$ cat config.mk
export PLATFORM = sky130hd
export DESIGN_NAME = axi_interface_master
export DESIGN_NICKNAME = d
export VERILOG_FILES = /design/src/rtl/axi_interface_master.sv
export SDC_FILE = /design/constraint.sdc
export NUM_CORES = 1
export LEC_CHECK = 0
export CAP_MARGIN = 20
export CORE_AREA = 2 2 125 127
export DETAILED_ROUTE_END_ITERATION = 12
export DIE_AREA = 0 0 127 129
export GPL_TIMING_DRIVEN = 0
export PLACE_DENSITY = 0.66
export SLEW_MARGIN = 20
export SYNTH_ARGS = -nofsm -noshare
export SYNTH_HDL_FRONTEND = slang
export SYNTH_SLANG_ARGS = --single-unit
$ cat constraint.sdc
create_clock -name clk_i -period 2.2 [get_ports clk_i]
set_input_delay 0.44 -clock clk_i [delete_from_list [all_inputs] [get_ports clk_i]]
set_output_delay 0.44 -clock clk_i [all_outputs]
set_load 0.01 [all_outputs]
$ cat src/rtl/axi_interface_master.sv
// AXI4 master with exactly one transaction in flight: a core request becomes one AW/W/B
// or AR/R burst, and the burst's response and error status are reported back to the core.
module axi_interface_master #(
  parameter int ADDR_WIDTH = 32,
  parameter int DATA_WIDTH = 32,
  parameter int ID_BITS    = 4,
  parameter int LEN_BITS   = 8,
  parameter int SIZE_BITS  = 3
) (
  input  logic                    clk_i,
  input  logic                    rst_ni,
  // core request
  input  logic                    i_req,
  output logic                    o_req_ready,
  input  logic                    i_we,
  input  logic [ADDR_WIDTH-1:0]   i_addr,
  input  logic [LEN_BITS-1:0]     i_len,
  input  logic [SIZE_BITS-1:0]    i_size,
  input  logic [1:0]              i_burst,
  input  logic [ID_BITS-1:0]      i_id,
  // core write / read data
  input  logic [DATA_WIDTH-1:0]   i_wdata,
  input  logic [DATA_WIDTH/8-1:0] i_wstrb,
  input  logic                    i_wvalid,
  output logic                    o_wready,
  output logic [DATA_WIDTH-1:0]   o_rdata,
  output logic                    o_rvalid,
  output logic                    o_rlast,
  input  logic                    i_rready,
  output logic                    o_done,
  output logic [1:0]              o_resp,
  output logic                    o_err,
  // AW
  output logic [ID_BITS-1:0]      awid,
  output logic [ADDR_WIDTH-1:0]   awaddr,
  output logic [LEN_BITS-1:0]     awlen,
  output logic [SIZE_BITS-1:0]    awsize,
  output logic [1:0]              awburst,
  output logic                    awvalid,
  input  logic                    awready,
  // W
  output logic [DATA_WIDTH-1:0]   wdata,
  output logic [DATA_WIDTH/8-1:0] wstrb,
  output logic                    wlast,
  output logic                    wvalid,
  input  logic                    wready,
  // B
  input  logic [ID_BITS-1:0]      bid,
  input  logic [1:0]              bresp,
  input  logic                    bvalid,
  output logic                    bready,
  // AR
  output logic [ID_BITS-1:0]      arid,
  output logic [ADDR_WIDTH-1:0]   araddr,
  output logic [LEN_BITS-1:0]     arlen,
  output logic [SIZE_BITS-1:0]    arsize,
  output logic [1:0]              arburst,
  output logic                    arvalid,
  input  logic                    arready,
  // R
  input  logic [ID_BITS-1:0]      rid,
  input  logic [DATA_WIDTH-1:0]   rdata,
  input  logic [1:0]              rresp,
  input  logic                    rlast,
  input  logic                    rvalid,
  output logic                    rready
);

  localparam logic [2:0] ST_IDLE  = 3'd0;
  localparam logic [2:0] ST_AW    = 3'd1;
  localparam logic [2:0] ST_WDATA = 3'd2;
  localparam logic [2:0] ST_WRESP = 3'd3;
  localparam logic [2:0] ST_AR    = 3'd4;
  localparam logic [2:0] ST_RDATA = 3'd5;

  logic [2:0]            state_r;
  logic [2:0]            state_next_s;
  logic [ADDR_WIDTH-1:0] addr_r;
  logic [LEN_BITS-1:0]   len_r;
  logic [SIZE_BITS-1:0]  size_r;
  logic [1:0]            burst_r;
  logic [ID_BITS-1:0]    id_r;
  logic [LEN_BITS-1:0]   beat_cnt_r;
  logic                  done_r;
  logic [1:0]            resp_r;
  logic                  err_r;

  logic accept_s;
  logic aw_hs_s;
  logic w_hs_s;
  logic b_hs_s;
  logic ar_hs_s;
  logic r_hs_s;
  logic cnt_at_len_s;
  logic r_err_s;

  assign accept_s     = i_req & o_req_ready;
  assign aw_hs_s      = awvalid & awready;
  assign w_hs_s       = wvalid & wready;
  assign b_hs_s       = bready & bvalid;
  assign ar_hs_s      = arvalid & arready;
  assign r_hs_s       = o_rvalid & rready;
  assign cnt_at_len_s = (beat_cnt_r == len_r);
  // A beat is bad if its ID is foreign or rlast disagrees with the expected final beat.
  assign r_err_s      = (rid != id_r) | (rlast != cnt_at_len_s);

  assign awid    = id_r;
  assign awaddr  = addr_r;
  assign awlen   = len_r;
  assign awsize  = size_r;
  assign awburst = burst_r;
  assign arid    = id_r;
  assign araddr  = addr_r;
  assign arlen   = len_r;
  assign arsize  = size_r;
  assign arburst = burst_r;
  assign wdata   = i_wdata;
  assign wstrb   = i_wstrb;
  assign o_rdata = rdata;
  assign o_rlast = rlast;
  assign o_done  = done_r;
  assign o_resp  = resp_r;
  assign o_err   = err_r;

  // Channel valid/ready decode from the current state
  always_comb begin
    o_req_ready = 1'b0;
    awvalid     = 1'b0;
    wvalid      = 1'b0;
    o_wready    = 1'b0;
    wlast       = 1'b0;
    bready      = 1'b0;
    arvalid     = 1'b0;
    rready      = 1'b0;
    o_rvalid    = 1'b0;
    case (state_r)
      ST_IDLE:  o_req_ready = ~done_r;
      ST_AW:    awvalid = 1'b1;
      ST_WDATA: begin
        wvalid   = i_wvalid;
        o_wready = wready;
        wlast    = cnt_at_len_s;
      end
      ST_WRESP: bready = 1'b1;
      ST_AR:    arvalid = 1'b1;
      ST_RDATA: begin
        rready   = i_rready;
        o_rvalid = rvalid;
      end
      default:  o_req_ready = 1'b0;
    endcase
  end

  // Next-state selection
  always_comb begin
    state_next_s = state_r;
    case (state_r)
      ST_IDLE: begin
        if (accept_s) state_next_s = i_we ? ST_AW : ST_AR;
        else          state_next_s = ST_IDLE;
      end
      ST_AW: begin
        if (aw_hs_s) state_next_s = ST_WDATA;
        else         state_next_s = ST_AW;
      end
      ST_WDATA: begin
        if (w_hs_s && cnt_at_len_s) state_next_s = ST_WRESP;
        else                        state_next_s = ST_WDATA;
      end
      ST_WRESP: begin
        if (b_hs_s) state_next_s = ST_IDLE;
        else        state_next_s = ST_WRESP;
      end
      ST_AR: begin
        if (ar_hs_s) state_next_s = ST_RDATA;
        else         state_next_s = ST_AR;
      end
      // A read only ends on rlast, even if it arrives early or late.
      ST_RDATA: begin
        if (r_hs_s && rlast) state_next_s = ST_IDLE;
        else                 state_next_s = ST_RDATA;
      end
      default: state_next_s = ST_IDLE;
    endcase
  end

  // State register and attribute capture at request accept
  always_ff @(posedge clk_i) begin
    if (!rst_ni) begin
      state_r <= ST_IDLE;
      addr_r  <= {ADDR_WIDTH{1'b0}};
      len_r   <= {LEN_BITS{1'b0}};
      size_r  <= {SIZE_BITS{1'b0}};
      burst_r <= 2'b00;
      id_r    <= {ID_BITS{1'b0}};
    end else begin
      state_r <= state_next_s;
      if (accept_s) begin
        addr_r  <= i_addr;
        len_r   <= i_len;
        size_r  <= i_size;
        burst_r <= i_burst;
        id_r    <= i_id;
      end
    end
  end

  // Beat counter; saturates so a 256-beat burst never wraps back to zero
  always_ff @(posedge clk_i) begin
    if (!rst_ni) begin
      beat_cnt_r <= {LEN_BITS{1'b0}};
    end else if (aw_hs_s || ar_hs_s) begin
      beat_cnt_r <= {LEN_BITS{1'b0}};
    end else if ((w_hs_s || r_hs_s) && (beat_cnt_r != {LEN_BITS{1'b1}})) begin
      beat_cnt_r <= beat_cnt_r + LEN_BITS'(1);
    end
  end

  // Completion pulse plus response/error folding
  always_ff @(posedge clk_i) begin
    if (!rst_ni) begin
      done_r <= 1'b0;
      resp_r <= 2'b00;
      err_r  <= 1'b0;
    end else begin
      done_r <= b_hs_s | (r_hs_s & rlast);
      if (accept_s) begin
        resp_r <= 2'b00;
        err_r  <= 1'b0;
      end else if (b_hs_s) begin
        resp_r <= bresp;
        err_r  <= (bid != id_r);
      end else if (r_hs_s) begin
        resp_r <= (rresp > resp_r) ? rresp : resp_r;
        err_r  <= err_r | r_err_s;
      end
    end
  end

endmodule

# Word-level counts from Yosys, hierarchy flattened
# Index checks and enable logic that the tools add are counted.
[word_totals]
ff_bits = 64
inputBits = 141
output_inout_bits = 180
[op_classes]
add_sub_neg = 1
magnitude_cmp = 1
n_eq_ne = 10
muxes = 22
bitwise_logic = 12
reduce_logical = 11
[ops]
columns = ["op", "n"]
rows = [
  ["case mux 3 bit (6 select lines)", 1],
  ["2-to-1 mux 1 bit", 13],
  ["2-to-1 mux 2 bit", 5],
  ["2-to-1 mux 3 bit", 3],
  ["adder 8 x 1 -> 8 bit (second input constant)", 1],
  ["equality test 8 bit", 1],
  ["inequality test 4 bit", 2],
  ["inequality test 8 bit (second input constant)", 1],
  ["AND 1 bit", 7],
  ["equality test 3 x 2 -> 1 bit (second input constant)", 2],
  ["equality test 3 bit (second input constant)", 2],
  ["nonzero test 2 bit", 2],
  ["OR reduction 2 bit", 2],
  ["equality test 3 x 1 -> 1 bit (second input constant)", 1],
  ["logical AND 1 bit", 3],
  ["zero test 3 bit", 1],
  ["OR 1 bit", 3],
  ["> comparator 2 bit", 1],
  ["logical OR 1 bit", 2],
  ["inverter 1 bit", 2],
  ["AND reduction 2 bit", 1],
  ["inequality test 1 bit", 1],
]

# Longest topological paths before layout
[logic_depth]
ltp_word = 6
mapped_depth = 7
mapped_depth_nobuf = 6

# Least setup slack after synthesis
# OpenSTA, ideal clock, no wires.
[synth_timing]
path_kind = "reg2out"
start = "reg beat_cnt_r[2]"
end = "out wlast"
arrival_ps = 1487
path_slack_ps = 273
stages_incl_launch_ff = 5
path_buffers = 0
cell_sequence = "dfxtp_1 -> xor2_1 -> nor4_1 -> nand2_1 -> nor4b_1"
[synth_between]
elab_chain_cells = 2
[synth_lines]
columns = ["item", "line", "text"]
rows = [
  ["start, declared", "83", "logic [LEN_BITS-1:0] beat_cnt_r;"],
  ["start signal, assigned", "211", "beat_cnt_r <= {LEN_BITS{1'b0}};"],
  ["start signal, assigned", "213", "beat_cnt_r <= {LEN_BITS{1'b0}};"],
  ["start signal, assigned", "215", "beat_cnt_r <= beat_cnt_r + LEN_BITS'(1);"],
  ["equality test 8 bit", "103", "assign cnt_at_len_s = (beat_cnt_r == len_r);"],
  ["2-to-1 mux 1 bit", "136", "case (state_r)"],
  ["end, declared", "44", "output logic wlast,"],
]
# No other way between the ends.

# Worst setup path in the final report
[layout_timing]
start = "reg beat_cnt_r[6]"
end = "out wlast"
# The elaborated chain is that of the path after synthesis.

==> reports/metrics.csv <==
stage,metric,value,unit
placed_design,Buffers on Ports,252,
synthesis,Yosys top cell by area,dfxtp_1,
worst_setup_path,R2R cell count,7,
clock_network,Num CTS Buffers,9,
grt,grt ovf,0,
drt,number of DRC markers in iteration 0,147,
die,core box area,14980,um^2
worst_setup_path,reg-to-reg startpoint,state_r[0],
synthesis,Synth Instances,480,
synthesis,count of cell types in the netlist,46,
timing,setup TNS,-0.06156,ns
timing,fmax,0.4422,GHz
finish,Ant. Diodes,0,
power_and_ir_drop,Pwr Total,4086,uW
hold_path,Min-Delay Path Depth,2,
finish,most frequent cells in the layout,"243 x clkdlybuf4s50_1, 122 x buf_4, 113 x nand2_1, 61 x a21oi_1, 60 x dfxtp_1",
die,die height,129,um
grt,largest net degree at the start of global routing,12,
clock_network,Max clock buf depth,2,
finish,Util after Layout,45.96,%
clock_network,"Clk Latency, worst-skew pair",0.33,ns
clock_network,CTS tree,done,
timing,RSZ-0062 raised after global routing,yes,
worst_setup_path,WS Path Type,register to output pin,
finish,register area,1286,um^2
power_and_ir_drop,Comb power frac,31.7,%
power_and_ir_drop,pwr dens,593.5,nW/um^2
timing,PnR worst setup slack,-0.06156,ns
synthesis,Syn Area/Cell,7.765,um^2
worst_setup_path,CP endpoint kind,output pin,
timing,Final Max Slew Viols,0,
worst_setup_path,crit path max fanout,5,
grt,first-pass GRT wire length,19.31,mm
worst_setup_path,CP arrival,1.82,ns
worst_setup_path,"reg-to-reg slack, setup",0.31,ns
synthesis,Synth top area share,34.37,%
drt,DRC Markers,0,
finish,FILL cells,1479,
placed_design,Final GP Congestion,0.8041,
synthesis,Post-synth ARST share,0,%
worst_setup_path,WP data required,1.76,ns
synthesis,number of synthesized register bits,64,
clock_network,clk root buf,clkbuf_16,
job,MaxCap Viol Count,0,
drt,total wire length,13.23,mm
synthesis,post-synthesis sequential area ratio,34.37,%
placed_design,dpl cells,920,
power_and_ir_drop,maximum VDD drop,0.0003609,V
timing,ratio of final minimum period to clock period,102.8,%
power_and_ir_drop,Net Sw Frac,27.58,%
power_and_ir_drop,power share of the sequential group,32.3,%
timing,Tightest Pin Transition,0.7172,ns
die,Ports,321,
drt,routed vias/inst,4.298,
placed_design,DP Wirelength,10.62,mm
power_and_ir_drop,Clock power frac,36.0,%
hold_path,Hold Path End,araddr[18],
power_and_ir_drop,leakage power figure,0.002841,uW
worst_setup_path,CP peak stage delay,0.42,ns
worst_setup_path,CP Cell Sequence,xor2_1 -> nor4_4 -> nand2_1 -> nor4b_2 -> clkbuf_2,
worst_setup_path,Reg2Reg Capture Point,state_r[0],
clock_network,Hold Buf Count CTS,0,
clock_network,H-tree levels,3,
hold_path,Worst Hold Class,register to register,
timing,clk_skew,0.004789,ns
die,Die W,127,um
finish,"commonest non-fill, non-tap cell in the layout",clkdlybuf4s50_1,
grt,Tot GR Track Use,15.27,%
finish,layout cells sized above 1,21.81,%
timing,endpoints failing hold,0,
power_and_ir_drop,P_int,2959,uW
status,status,"complete, but fails checks",
grt,initial antenna violation count,0,
drt,total number of vias,4040,
drt,Detail Route Antenna Nets,0,
status,failing checks,negative setup slack,
finish,nets,891,
die,die area,16380,um^2
synthesis,syn_nets,624,
drt,TritonRoute pass-1 iters,4,
clock_network,CTS sink count,64,
timing,Max-slew headroom,51.87,%
worst_setup_path,CP startpoint,beat_cnt_r[6],
worst_setup_path,CP max-delay cell,nor4_4,
finish,multi-input logic area,1481,um^2
drt,wire per inst,14.07,um
hold_path,hold path startpoint,araddr[18],
synthesis,YS warnings,0,
power_and_ir_drop,Sw Pwr,1127,uW
synthesis,number of flops mapped to enable cells by yosys,0,
grt,via count of the first global-routing pass,3746,
synthesis,Mapped Area,3727,um^2
synthesis,main flop type after synthesis,dfxtp_1,
finish,final cell count without fillers,940,
timing,# setup viols final,1,
die,Starting Density,24.89,%
die,Site Rows,45,
timing,post-route minimum period,2.262,ns
synthesis,"top cells by area, synth","dfxtp_1 34%, buf_4 24%, nand2_1 11%",
finish,area growth from synthesis to layout,84.69,%
clock_network,register clock-pin slew on the reported worst setup and hold paths,0.06,ns
worst_setup_path,Critical Path Source Type,register,
## registers in the layout (all words and copies together) (netlist names)
register and count:
state_r 3, araddr 32, beat_cnt_r 8, o_done 1, o_err 1, arsize 3
arid 4, o_resp 2, arburst 2, arlen 8
## worst max-delay path: cells and delay by family, from the launching register on
family / cells / cell delay [ns]
xor gates and xnor gates: 1 / 0.19
buffers and inverters: 1 / 0.19
DFF: 1 / 0.35
and+or+nand+nor: 3 / 0.76
## cells by family (layout without fill, tap and decap cells)
logic type	count (synthesis)	after routing	synth area share (%)
flip-flops	64	64	34.37
adder cells (fa/ha/maj)	3	3	1.007
XOR/XNOR	16	16	3.760
AND/OR/NAND/NOR	167	167	20.75
AO/OA/AOI/OAI	83	83	12.82
buffers and inverters	147	419	27.29
## area by class of cell
cell class / count / area share, %
Buffer: 141 / 14.54
Clock buffer: 11 / 3.671
Clock inverter: 5 / 0.7997
Inverter: 6 / 0.3272
Multi-Input combinational cell: 269 / 21.52
Sequential cell: 64 / 18.68
Tap cell: 188 / 3.417
Timing Repair Buffer: 256 / 37.04
## timing repair
item / 4_1_cts / 5_1_grt
pin swaps: 2 / 2
endpoints found under the setup margin: 9 / 5
setup buffers: 2 / 2
gates resized for setup: 17 / 13
## cell usage after synthesis, types with 2 or more instances
library cell / instances
nor4_1: 4
buf_6: 2
nand2_1: 113
buf_2: 6
nor3b_1: 3
and3_1: 3
o21ai_0: 2
and4_1: 2
a311oi_1: 2
xor2_1: 8
inv_1: 5
a211oi_1: 3
o31ai_1: 3
and2_1: 4
buf_4: 118
nand3_1: 8
nand4_1: 4
xnor2_1: 8
dfxtp_1: 64
a21oi_1: 61
nand3b_1: 3
or4_1: 4
clkbuf_1: 15
nor3_1: 4
nor2_1: 6
o211ai_1: 3
ha_1: 3
## stage by stage
| stage | setup WS [ns] | hold slack [ns] | area [um^2] |
|---|---|---|---|
| after floorplan | 0.2733 | 0.4704 | 3727 |
| after global placement | -0.4967 | 0.4583 | 6485 |
| after detailed placement | -0.5038 | 0.4632 | 6485 |
| after CTS | -0.2195 | 0.4708 | 6852 |
| after global routing | -0.1589 | 0.4843 | 6884 |
| final | -0.06156 | 0.4680 | 6884 |
## how the worst max path moves through the flow
stage	slack (ns)	end	cells past startpoint
after floorplan	0.27	wlast	4
after global placement	-0.50	wlast	5
after detailed placement	-0.50	wlast	5
after CTS	-0.22	wlast	5
after global routing	-0.16	wlast	5
final	-0.06	wlast	5
## power groups by stage
stage | sequential [uW] | combinational, uW | clock (uW)
floorplan | 1370 | 557 | 0
global placement | 1350 | 1270 | 0
detailed placement | 1350 | 1270 | 0
CTS | 1320 | 1300 | 1510
global route | 1340 | 1390 | 1570
finish | 1320 | 1300 | 1470
## routing by layer
metal | vias up | wire (um) | share of wire (%) | global-route usage, %
met2 | 215 | 6410 | 48 | 26.25
met1 | 1786 | 5332 | 40 | 17.61
met4 | 0 | 142 | 1.1 | 4.848
met5 | - | 0 | 0 | 0
met3 | 13 | 1344 | 10 | 5.863
li1 | 2026 | - | - | -
No activity file was read; power rests on OpenSTA's default activity.
